**config.mk**
```make
export PLATFORM = sky130hd
export DESIGN_NAME = mem_port_arbiter
export DESIGN_NICKNAME = d
export VERILOG_FILES = /design/src/rtl/mem_port_arbiter.sv
export SDC_FILE = /design/constraint.sdc
export NUM_CORES = 1
export LEC_CHECK = 0
export ABC_AREA = 0
export BUFFER_PORTS_ARGS = -buffer_cell sky130_fd_sc_hd__buf_2
export CAP_MARGIN = 15
export CORE_ASPECT_RATIO = 1.4
export CORE_MARGIN = 10
export CORE_UTILIZATION = 35
export CTS_CLUSTER_DIAMETER = 100
export DETAILED_ROUTE_END_ITERATION = 8
export SYNTH_ARGS = -nofsm -noshare
export SYNTH_HDL_FRONTEND = slang
export SYNTH_SLANG_ARGS = --single-unit
```
**constraint.sdc**
```tcl
create_clock -name CLK -period 2.75 [get_ports CLK]
set_clock_uncertainty 0.1 [all_clocks]
set_input_delay 0.55 -clock CLK [delete_from_list [all_inputs] [get_ports CLK]]
set_output_delay 0.55 -clock CLK [all_outputs]
set_load 0.03 [all_outputs]
```
**src/rtl/mem_port_arbiter.sv**
```systemverilog
// rtl/mem_port_arbiter.sv - shares one external bus port between fetch and memory stage
// Registered request/ready sequencing, one-cycle valid pulses, stall generation, watchdog abort.
module mem_port_arbiter #(
    parameter int unsigned TIMEOUT = 255
) (
    input  logic        CLK,
    input  logic        RST_N,
    input  logic        IF_Req,
    input  logic [31:0] IF_Addr,
    output logic [31:0] IF_Rdata,
    output logic        IF_Valid,
    input  logic        MEM_Req,
    input  logic        MEM_W_En,
    input  logic [2:0]  MEM_Control,
    input  logic [31:0] MEM_Addr,
    input  logic [31:0] MEM_Wdata,
    output logic [31:0] MEM_Rdata,
    output logic        MEM_Valid,
    output logic        Stall_F,
    output logic        Stall_M,
    output logic        BUS_Req,
    output logic        BUS_We,
    output logic [2:0]  BUS_Size,
    output logic [31:0] BUS_Addr,
    output logic [31:0] BUS_Wdata,
    input  logic        BUS_Ready,
    input  logic [31:0] BUS_Rdata,
    output logic        BUS_Err
);

    typedef enum logic [1:0] {
        S_IDLE,
        S_GRANT_IF,
        S_GRANT_MEM,
        S_RESP
    } state_t;

    state_t      r_state;
    state_t      w_state_nxt;
    logic        w_start_if;
    logic        w_start_mem;
    logic        w_done;
    logic        w_abort;
    logic        w_in_grant;
    logic        w_timeout_hit;

    logic        r_grant_mem;
    logic [7:0]  r_wait_cnt;
    logic        r_bus_req;
    logic        r_bus_we;
    logic [2:0]  r_bus_size;
    logic [31:0] r_bus_addr;
    logic [31:0] r_bus_wdata;
    logic [31:0] r_if_rdata;
    logic [31:0] r_mem_rdata;
    logic        r_err;

    assign w_in_grant    = (r_state == S_GRANT_IF) || (r_state == S_GRANT_MEM);
    // Hit when this wait cycle would bring the counter up to TIMEOUT.
    assign w_timeout_hit = (r_wait_cnt == 8'(TIMEOUT - 1));

    always_ff @(posedge CLK or negedge RST_N) begin
        if (!RST_N) begin
            r_state <= S_IDLE;
        end else begin
            r_state <= w_state_nxt;
        end
    end

    always_comb begin
        w_state_nxt = r_state;
        w_start_if  = 1'b0;
        w_start_mem = 1'b0;
        w_done      = 1'b0;
        w_abort     = 1'b0;
        case (r_state)
            S_IDLE: begin
                if (MEM_Req) begin
                    w_state_nxt = S_GRANT_MEM;
                    w_start_mem = 1'b1;
                end else if (IF_Req) begin
                    w_state_nxt = S_GRANT_IF;
                    w_start_if  = 1'b1;
                end
            end
            S_GRANT_IF, S_GRANT_MEM: begin
                // Completion takes priority over a coincident timeout.
                if (BUS_Ready) begin
                    w_state_nxt = S_RESP;
                    w_done      = 1'b1;
                end else if (w_timeout_hit) begin
                    w_state_nxt = S_RESP;
                    w_abort     = 1'b1;
                end
            end
            S_RESP:  w_state_nxt = S_IDLE;
            default: w_state_nxt = S_IDLE;
        endcase
    end

    always_ff @(posedge CLK or negedge RST_N) begin
        if (!RST_N) begin
            r_grant_mem <= 1'b0;
            r_wait_cnt  <= 8'd0;
            r_bus_req   <= 1'b0;
            r_bus_we    <= 1'b0;
            r_bus_size  <= 3'd0;
            r_bus_addr  <= 32'd0;
            r_bus_wdata <= 32'd0;
            r_if_rdata  <= 32'd0;
            r_mem_rdata <= 32'd0;
            r_err       <= 1'b0;
        end else begin
            if (w_start_if) begin
                r_grant_mem <= 1'b0;
                r_wait_cnt  <= 8'd0;
                r_bus_req   <= 1'b1;
                r_bus_we    <= 1'b0;
                r_bus_size  <= 3'b010;
                r_bus_addr  <= IF_Addr;
                r_bus_wdata <= 32'd0;
            end else if (w_start_mem) begin
                r_grant_mem <= 1'b1;
                r_wait_cnt  <= 8'd0;
                r_bus_req   <= 1'b1;
                r_bus_we    <= MEM_W_En;
                r_bus_size  <= MEM_Control;
                r_bus_addr  <= MEM_Addr;
                r_bus_wdata <= MEM_Wdata;
            end
            if (w_in_grant && !BUS_Ready) begin
                r_wait_cnt <= r_wait_cnt + 8'd1;
            end
            if (w_done) begin
                r_bus_req <= 1'b0;
                if (r_grant_mem) begin
                    r_mem_rdata <= r_bus_we ? 32'd0 : BUS_Rdata;
                end else begin
                    r_if_rdata <= BUS_Rdata;
                end
            end
            if (w_abort) begin
                r_bus_req <= 1'b0;
                r_err     <= 1'b1;
                if (r_grant_mem) begin
                    r_mem_rdata <= 32'd0;
                end else begin
                    r_if_rdata <= 32'd0;
                end
            end
        end
    end

    assign IF_Valid  = (r_state == S_RESP) && !r_grant_mem;
    assign MEM_Valid = (r_state == S_RESP) && r_grant_mem;
    assign IF_Rdata  = r_if_rdata;
    assign MEM_Rdata = r_mem_rdata;
    assign Stall_F   = IF_Req && !IF_Valid;
    assign Stall_M   = MEM_Req && !MEM_Valid;
    assign BUS_Req   = r_bus_req;
    assign BUS_We    = r_bus_we;
    assign BUS_Size  = r_bus_size;
    assign BUS_Addr  = r_bus_addr;
    assign BUS_Wdata = r_bus_wdata;
    assign BUS_Err   = r_err;

endmodule

```
**After elaboration in Yosys (flattened, before gate mapping)**

Cells that the tools add are included.

- Register bits: 145
- Output and inout port bits: 138

- Eq/ne operators: 6
- Reduce and logical (&&, ||, !) cells: 16
- Add/sub/neg operators: 1
- Mux-type cells: 40

Operator list:

| operator | number |
|---|---|
| $mux 32 | 13 |
| $mux 8 | 3 |
| $mux 1 | 17 |
| $add 8x1->8 const B | 1 |
| $eq 8x8->1 const B | 1 |
| $mux 2 | 4 |
| $mux 3 | 2 |
| $ne 3x3->1 const B | 2 |
| $pmux 2 s3 | 1 |
| $logic_and 1x1->1 | 5 |
| $eq 2x2->1 const B | 2 |
| $logic_not 1->1 | 4 |
| $reduce_bool 4->1 | 1 |
| $reduce_bool 3->1 | 1 |
| $eq 2x1->1 const B | 1 |
| $logic_not 2->1 | 1 |
| $reduce_and 2->1 | 1 |
| $reduce_bool 2->1 | 1 |
| $reduce_or 2->1 | 1 |
| $logic_or 1x1->1 | 1 |

**Logic depth before layout (Yosys ltp)**

Gate-level depths: netlist of run 1.

- Depth in word-level cells: 6
- Gate-level depth with buffers: 7
- Gate-level depth less buffers: 5

**Least setup slack after synthesis of run 1**

OpenSTA, ideal clock, no wires.

- Path type: input port to output port
- From: input port MEM_Req
- To: output port Stall_M
- Cell stages on the path: 4
- Data arrival time: 1.414 ns
- Path buffers: 2
- Data required time: 2.100 ns
- Setup slack: 0.686 ns
- Cell sequence: buf_2 buf_2 inv_1 nor2_1

- Word-level cells in the longest chain between the ends: 1

Ends and longest elaborated chain:

| element | RTL line | text |
|---|---|---|
| start: declaration | 12 | `input logic MEM_Req,` |
| $logic_and 1x1->1 | 159 | `assign Stall_M = MEM_Req && !MEM_Valid;` |
| end: declaration | 20 | `output logic Stall_M,` |

No other way between the ends.

**Worst setup path in the final report of run 1**

- From: register r_state[0]
- To: output port Stall_M

- Word-level cells in the longest chain between the ends: 4

Ends and longest elaborated chain:

| element | RTL line | text |
|---|---|---|
| start: declaration | 38 | `state_t r_state;` |
| start signal: assignment | 66 | `r_state <= w_state_nxt;` |
| $eq 2x2->1 | 155 | `assign MEM_Valid = (r_state == S_RESP) && r_grant_mem;` |
| $logic_and 1x1->1 | 155 |  |
| $logic_not 1->1 | 159 |  |
| $logic_and 1x1->1 | 159 |  |

No other way between the ends.

==> results of run 1 <==
==> worst max path at each step <==
stage	start	endpoint	slack [ps]
after global placement	r_state[0]	r_state[1]	880
after global routing	r_state[0]	Stall_F	480
final	r_state[0]	Stall_M	600
after floorplan	MEM_Req	Stall_M	690
after CTS	r_state[0]	Stall_M	590
after detailed placement	r_state[0]	flop	800
==> per-stage QoR <==
step,setup WS (ps),instances
after detailed placement,803.8,1039
final,603.6,1072
after global routing,482.7,1072
after floorplan,685.9,560
after CTS,587.1,1072
after global placement,882.3,1039
==> timing repair <==
item / in CTS / in global routing
gates resized for setup: 0 / 0
hold endpoints to repair: 32 / 0
hold buffers: 1 / 0
==> cells in the mapped netlist (5+ instances only) <==
cell,n,area share
o21ai_0,37,0.029
a21oi_1,73,0.057
buf_2,13,0.010
dfrtp_1,145,0.57
nand2_1,7,0.0041
a21oi_2,26,0.036
a22oi_1,32,0.038
a22o_1,100,0.14
buf_6,10,0.018
buf_4,9,0.011
inv_1,42,0.025
clkbuf_1,16,0.0094
nor2b_1,5,0.0049
==> per-layer routing <==
layer	track usage	wire, microns
met3	0.07701	2212
met5	0	0
met4	0.03623	195
met2	0.2592	9646
met1	0.2074	8706
==> logic make-up (layout without fill, tap and decap cells) <==
logic type,count (synthesis),after routing,synth area share
compound gates,287,287,0.3206
buf+inv,91,363,0.07291
flops,145,145,0.5668
simple gates,31,31,0.02873
mux,2,2,0.003128
fa+ha+maj,4,4,0.007819
==> final cells by class <==
cell class / instances / area [sq um]
tap: 240 / 300.3
timing repair buffer: 289 / 1543
multi-input combinational: 324 / 2317
inverter: 42 / 157.7
clock inverter: 13 / 152.6
fill: 1800 / 9455
clock buffer: 19 / 442.9
sequential: 145 / 3628
==> worst reg2reg max path, delay by kind of cell (launching register included) <==
kind | cells | cell delay [ps]
compound gates | 2 | 320
fa+ha+maj | 1 | 410
buf+inv | 2 | 380
flops | 1 | 380
simple gates | 1 | 270
==> power by group through the flow <==
| stage | combinational (mW) | clock (mW) | sequential [mW] |
|---|---|---|---|
| final | 5.91 | 2.36 | 3.69 |
| after global routing | 6.44 | 2.53 | 3.82 |
| after CTS | 6.01 | 2.42 | 3.69 |
| after detailed placement | 6.02 | 0 | 3.69 |
| after global placement | 5.92 | 0 | 3.71 |
| after floorplan | 2.52 | 0 | 5.37 |
==> flow_metrics.tcl, run 1 <==
set metrics [dict create \
    outcome "finished clean" \
    crit_slowest_cell "dfrtp_1" \
    synth.yosys.seq_area_share 0.5668 \
    timing.rr.start "r_state[0]" \
    critPathKind "reg2out" \
    postSynthCellCount 560 \
    tns_ps 0 \
    grt.overflow.total 0 \
    max_freq_mhz 465.9 \
    place_area_sq_um 7936 \
    vias_per_cell 5.138 \
    p_int_mw 6.440 \
    drive_above_1_share 0.4219 \
    post_cts_buffers 0 \
    nets 960 \
    powerDensity_nw_per_um2 1401 \
    synthDistinctLibCells 40 \
    avgSynthCellArea_sq_um 11.43 \
    p_sw_mw 5.525 \
    rows 58 \
    post-route-util 0.4746 \
    diodes 0 \
    finalCritPeriodShare 0.7805 \
    netlist_area_sq_um 6401 \
    r2r_cells 6 \
    antenna_found_initial 0 \
    hold_viol 0 \
    layout_commonest_cell "buf_2" \
    hold_path_class "in2reg" \
    cts_buffers 17 \
    clock_power_share 0.197 \
    dp_hpwl_microns 14980 \
    grtUsageTotal 0.1670 \
    finalInstanceArea_sq_um 8542 \
    clk_pin_slew_worst_paths_ps 70 \
    worstHoldStart "MEM_Wdata[2]" \
    die_y_microns 180.0 \
    hold-worst-slack_ps 255.3 \
    ys_warn_count 0 \
    cts_root_buf "clkbuf_16" \
    cpPeakStageDelay_ps 400 \
    period_minus_slack_ps 2146 \
    routed_wirelength_microns 20760 \
    cp_cell_sequence "ha_1, and2_1, nor2_1, buf_2" \
    synth_edf_count 0 \
    rsz0062_at_grt "false" \
    cts_tree "yes" \
    max-slew-margin-rel 0.7113 \
    syn2layout_area_growth_pct 33.44 \
    core_area_sq_um 18000 \
    syn_nets 701 \
    crit_buf_inv 1 \
    cts_buffer_depth 2 \
    synth_ff_type "dfrtp_1" \
    hold_path_depth 2 \
    die_w_microns 134.3 \
    grt_max_degree 67 \
    port_buffers 274 \
    cap_viol_max_count 0 \
    grt_pass1_vias 5715 \
    cp-start-kind "flop" \
    clkLatencyLatePin_ps 400 \
    grt_first_pass_wirelength_microns 32870 \
    ir_drop_v 0.0006117 \
    worstMarginPinSlew_ps 433.0 \
    drc_errors 0 \
    swShare 0.4617 \
    h-tree-depth 4 \
    drt_first_pass_iters 5 \
    power_mw 11.97 \
    setup-violations-final 0 \
    power_frac_comb 0.494 \
    cp.arrival_ps 1500 \
    leakage_nw 4.382 \
    async_reset_ff_frac 1.000 \
    reg2reg_slack_ps 830 \
    cts_sinks 145 \
    cp-end-kind "output pin" \
    pwr-share-seq 0.309 \
    worst_ep_required_time_ps 2100 \
    cp.depth 4 \
    drt-initial-drc-count 409 \
    io-pin-count 275 \
    dieArea_sq_um 24180 \
    yosys_register_bits 145 \
    num_vias 5508 \
    gp_congestion 0.7559 \
    finalMaxSlewViolations 0 \
    cp_top_family "flip-flops" \
    initial_utilization 0.3557 \
    mostFrequentLayoutCells "buf_2, dfrtp_1, a22o_1" \
    antenna_left 0 \
    worst-path-max-fanout 3 \
    wl_per_cell_microns 19.37 \
    hold_end "BUS_Wdata[2]" \
]
(Power assumes the default switching activity.)
==> run 2: changes to the inputs <==
==> constraint.sdc (replaced) <==
create_clock -name CLK -period 2.14 [get_ports CLK]
set_clock_uncertainty 0.1 [all_clocks]
set_input_delay 0.428 -clock CLK [delete_from_list [all_inputs] [get_ports CLK]]
set_output_delay 0.428 -clock CLK [all_outputs]
set_load 0.03 [all_outputs]
==> run 2 against run 1 <==
Count of clock-buffer cells in the layout is 1 higher. Final cell count is the same. Clock power up 21%. Worst setup slack lost 490 ps. Sequential share of layout area decreased by 0.093 points. Core utilization is 0.10 points higher. Via count stayed put. Sequential power increased by 28%. Critical path type unchanged. Critical endpoint unchanged. Highest routed layer unchanged.
==> flow_metrics.tcl, run 2 (synthesized netlist as in run 1, its figures left out) <==
set metrics [dict create \
    dp_hpwl_microns 15050 \
    wirelength_met1_microns 8919 \
    cp-start-kind "flop" \
    layout_commonest_cell "buf_2" \
    preCtsSetupSlack_ps 243.0 \
    cts_tree "yes" \
    die_y_microns 180.0 \
    grt_first_pass_wirelength_microns 32830 \
    post_cts_buffers 0 \
    seqCellArea_sq_um 3628 \
    multi_input_area_sq_um 2317 \
    wl_met2_microns 9539 \
    port_buffers 274 \
    gp_congestion 0.7734 \
    clk_pin_slew_worst_paths_ps 60 \
    mostFrequentLayoutCells "buf_2, dfrtp_1, a22o_1" \
    dieArea_sq_um 24180 \
    tns_ps 0 \
    worstMarginPinSlew_ps 754.1 \
    clkLatencyLatePin_ps 410 \
    drt-initial-drc-count 319 \
    syn2layout_area_growth_pct 33.74 \
    num_vias 5508 \
    vias_per_cell 5.138 \
    cap_viol_max_count 0 \
    core_area_sq_um 18000 \
    cts_sinks 145 \
    rows 58 \
    finalMaxSlewViolations 0 \
    hold_path_class "in2reg" \
    finalCritPeriodShare 0.9456 \
    grt_max_degree 67 \
    die_w_microns 134.3 \
    nFillCells 1768 \
    outcome "finished clean" \
    layout_setup_ws_ps 116.4 \
    drt_first_pass_iters 4 \
    cp-end-kind "output pin" \
    top_layer "met4" \
    routed-wl-met3_microns 2067 \
    setup-violations-final 0 \
    worst-path-max-fanout 4 \
    powerDensity_nw_per_um2 1784 \
    drive_above_1_share 0.4212 \
    initial_utilization 0.3557 \
    cts_buffer_depth 2 \
    leakage_nw 4.376 \
    hold_viol 0 \
    wl_per_cell_microns 19.47 \
    cp.arrival_ps 1500 \
    max-slew-margin-rel 0.4950 \
    place_area_sq_um 7981 \
    grt_pass1_vias 5886 \
    antenna_found_initial 0 \
    grtUsageTotal 0.1685 \
    h-tree-depth 4 \
    antenna_left 0 \
    worst_ep_required_time_ps 1610 \
    grt.overflow.total 0 \
    ir_drop_v 0.0007452 \
    max_freq_mhz 494.2 \
    post-route-util 0.4757 \
    rsz0062_at_grt "false" \
    drc_errors 0 \
    critPathKind "reg2out" \
    period_minus_slack_ps 2024 \
    routed_wirelength_microns 20880 \
    io-pin-count 275 \
    cts_buffers 17 \
    finalInstanceArea_sq_um 8561 \
    nets 960 \
    cts_root_buf "clkbuf_16" \
]
-- run 2: cell count changes in the layout (fill, tap and decap cells not counted), sizes merged --
| cell | delta |
|---|---|
| clkbuf | +2 |
| buf | -1 |
| clkinv | -2 |
| clkinvlp | +2 |
| inv | -1 |
| bufinv | -1 |
| diode | +1 |
-- run 2: layout make-up --
cell class | instances | area share
Inverter | 42 | 0.01842
Antenna cell | 1 | 0.0002923
Multi-Input combinational cell | 324 | 0.2707
Clock buffer | 20 | 0.05335
Clock inverter | 11 | 0.01228
Sequential cell | 145 | 0.4239
Timing Repair Buffer | 289 | 0.1861
Tap cell | 240 | 0.03508
-- run 2: timing repair --
action | CTS | global route
setup endpoints to repair | 0 | 2
endpoints found under the hold margin | 43 | 0
hold buffers | 1 | 0
gates resized for setup | 0 | 3
-- run 2: final timing paths --
kind	start	to	slack, ps	cells after the start
worst max register to register	r_state[1]	flop	210	6
max in group asynchronous	RST_N	asynchronous set/reset pin	850	3
worst min register to register	BUS_Err	BUS_Err	370	2
worst max-delay path	r_state[1]	Stall_M	120	4
worst min-delay path	MEM_Wdata[0]	BUS_Wdata[0]	120	2
min in group asynchronous	RST_N	asynchronous set/reset pin	420	2
-- run 2: report_power, final --
group	internal, mW	switching (mW)	total, mW
combinational	2.59	5.09	7.68
clock	1.66	1.19	2.85
sequential	3.97	0.776	4.74
-- run 2: metal layers --
metal | GRT usage | up-vias
li1 | - | 2592
met1 | 0.2030 | 2650
met2 | 0.2587 | 246
met3 | 0.07952 | 20
met4 | 0.05587 | 0
met5 | 0 | -
-- run 2: metrics by stage --
| step | hold slack [ps] | power [mW] | std cells |
|---|---|---|---|
| finish | 116.5 | 15.27 | 1072 |
| floorplan | 32.41 | 10.14 | 560 |
| global placement | 305.9 | 12.43 | 1038 |
| global route | 98.96 | 16.31 | 1071 |
| detailed placement | 301.7 | 12.55 | 1039 |
| CTS | 98.50 | 15.47 | 1071 |
-- run 2: worst max-delay path, stage by stage (launching register included) --
cell	delay, ps
dfrtp_1	420
ha_1	210
and2_1	170
nor2_1	80
clkbuf_4	200
==> run 3: changes to the inputs <==
--- a/config.mk
+++ b/config.mk
@@ -6,13 +6,13 @@
 export NUM_CORES = 1
 export LEC_CHECK = 0
 export ABC_AREA = 0
-export BUFFER_PORTS_ARGS = -buffer_cell sky130_fd_sc_hd__buf_2
 export CAP_MARGIN = 15
 export CORE_ASPECT_RATIO = 1.4
 export CORE_MARGIN = 10
 export CORE_UTILIZATION = 35
 export CTS_CLUSTER_DIAMETER = 100
 export DETAILED_ROUTE_END_ITERATION = 8
+export DONT_BUFFER_PORTS = 1
 export SYNTH_ARGS = -nofsm -noshare
 export SYNTH_HDL_FRONTEND = slang
 export SYNTH_SLANG_ARGS = --single-unit
==> run 3 against run 2 <==
The flow now finishes with violations (negative hold slack). Sequential cell count did not move. Cell area fell by 16%. Clock power rose by 5%. Non-clock buffer count fell by 274. Critical path type unchanged. Largest cell class unchanged. Highest routed layer unchanged.
==> flow_metrics.tcl, run 3 (synthesized netlist as in run 1, its figures left out) <==
set metrics [dict create \
    outcome "finished, violations left" \
    violations "negative hold slack" \
    clk_pin_slew_worst_paths_ps 70 \
    cap_viol_max_count 0 \
    leakage_nw 3.252 \
    routed_wirelength_microns 19200 \
    cts_buffer_depth 2 \
    drc_errors 0 \
    hold-worst-slack_ps -388.6 \
    clock_power_share 0.209 \
    cp_top_family "flip-flops" \
    layout_commonest_cell "dfrtp_1" \
    max_freq_mhz 486.5 \
    ir_drop_v 0.0008461 \
    timing.rr.start "r_state[0]" \
    drive_above_1_share 0.1452 \
    die_y_microns 180.0 \
    drt-initial-drc-count 249 \
    wl_per_cell_microns 24.03 \
    cp.arrival_ps 1530 \
    gp_congestion 0.7668 \
    worst-path-max-fanout 4 \
    core_area_sq_um 18000 \
    finalMaxSlewViolations 0 \
    pwr-share-seq 0.516 \
    cts_root_buf "clkbuf_16" \
    h-tree-depth 4 \
    port_buffers 0 \
    grt.overflow.total 0 \
    reg2reg_slack_ps 180 \
    post-route-util 0.3991 \
    grt_first_pass_wirelength_microns 29680 \
    powerDensity_nw_per_um2 1983 \
    clkLatencyLatePin_ps 410 \
    p_int_mw 7.357 \
    p_sw_mw 6.887 \
    grt_max_degree 146 \
    period_minus_slack_ps 2056 \
    antenna_found_initial 0 \
    cp_cell_sequence "ha_2, nor2b_1, nor2b_1, buf_4" \
    cp.depth 4 \
    nets 686 \
    syn2layout_area_growth_pct 12.20 \
    initial_utilization 0.3557 \
    dp_hpwl_microns 13940 \
    drt_first_pass_iters 4 \
    worst_ep_required_time_ps 1610 \
    grt_pass1_vias 4822 \
    hold_viol 145 \
    grtUsageTotal 0.1535 \
    cts_sinks 145 \
    mostFrequentLayoutCells "dfrtp_1, a22o_1, a21oi_1" \
    io-pin-count 275 \
    cts_tree "yes" \
    tns_ps 0 \
    crit_buf_inv 1 \
    preCtsSetupSlack_ps 139.6 \
    layout_setup_ws_ps 84.45 \
    dieArea_sq_um 24180 \
    max-slew-margin-rel 0.4436 \
    worstMarginPinSlew_ps 831.4 \
    hold_path_class "in2async" \
    vias_per_cell 5.682 \
    critPathKind "reg2out" \
    power_mw 14.24 \
    rsz0062_at_grt "false" \
    finalCritPeriodShare 0.9605 \
    swShare 0.4835 \
    power_frac_comb 0.275 \
    rows 58 \
    nFillCells 1769 \
    cts_buffers 17 \
    num_vias 4540 \
    crit_slowest_cell "dfrtp_1" \
    cp-end-kind "output pin" \
    antenna_left 0 \
    crit_top_cell "nor2b_1" \
    cp-start-kind "flop" \
    die_w_microns 134.3 \
    r2r_cells 6 \
    cpPeakStageDelay_ps 420 \
    setup-violations-final 0 \
]
run 3: cell types whose count changed in the layout (fill, tap and decap cells not counted), moves of 2 or more:
cell / change
inv_8: +4
inv_6: +4
buf_2: -271
clkinvlp_4: -2
clkbuf_8: -2
buf_12: -2
clkinv_2: -2
buf_4: +2
run 3: worst reg2reg max path: cells and delay by family (launching register included):
kind	cells	cell delay, ps
AND/OR/NAND/NOR	1	410
AO/OA/AOI/OAI	2	280
buffers and inverters	2	270
flip-flops	1	380
adder cells (fa/ha/maj)	1	460
run 3: layout make-up:
class                      instances  area (sq um)  area share
sequential                       145          3628      0.5052
timing repair buffer              15         182.7     0.02544
tap                              240         300.3     0.04181
clock buffer                      17         425.4     0.05923
clock inverter                    15         160.2     0.02230
antenna                            1         2.502   0.0003484
multi-input combinational        324          2325      0.3237
inverter                          42         157.7     0.02195
run 3: timing repair:
item | 4_1_cts | 5_1_grt
endpoints found under the hold margin | 145 | 145
gates resized for setup | 2 | 2
endpoints found under the setup margin | 1 | 5
buffers inserted | 0 | 1
pin swaps | 0 | 0
run 3: metal layers:
metal	up-vias	global-route usage	wire, microns
li1	2042	-	-
met1	2248	0.1673	7086
met2	238	0.2537	9501
met3	12	0.08315	2420
met4	0	0.03928	190
met5	-	0	0
run 3: how the worst max path moves through the flow:
stage | slack [ps] | to | from
after floorplan | 320 | Stall_F | r_state[1]
after CTS | 60 | Stall_M | r_state[1]
final | 80 | Stall_F | r_state[1]
after global routing | 10 | Stall_F | r_state[0]
after global placement | 200 | flop | r_state[0]
after detailed placement | 140 | flop | r_state[1]
run 3: power groups by stage:
stage | Sequential, mW | Clock [mW] | Combinational [mW]
after floorplan | 6.90 | 0 | 3.24
after global placement | 7.44 | 0 | 3.69
after detailed placement | 7.44 | 0 | 3.92
after CTS | 7.43 | 3.07 | 3.90
after global routing | 7.55 | 3.20 | 4.35
final | 7.35 | 2.98 | 3.91
run 3: per-stage QoR:
step | area, sq um | std cells
5_1_grt | 7179 | 798
3_5_place_dp | 6564 | 764
2_1_floorplan | 6401 | 560
6_report | 7182 | 799
4_1_cts | 7152 | 796
3_3_place_gp | 6564 | 764
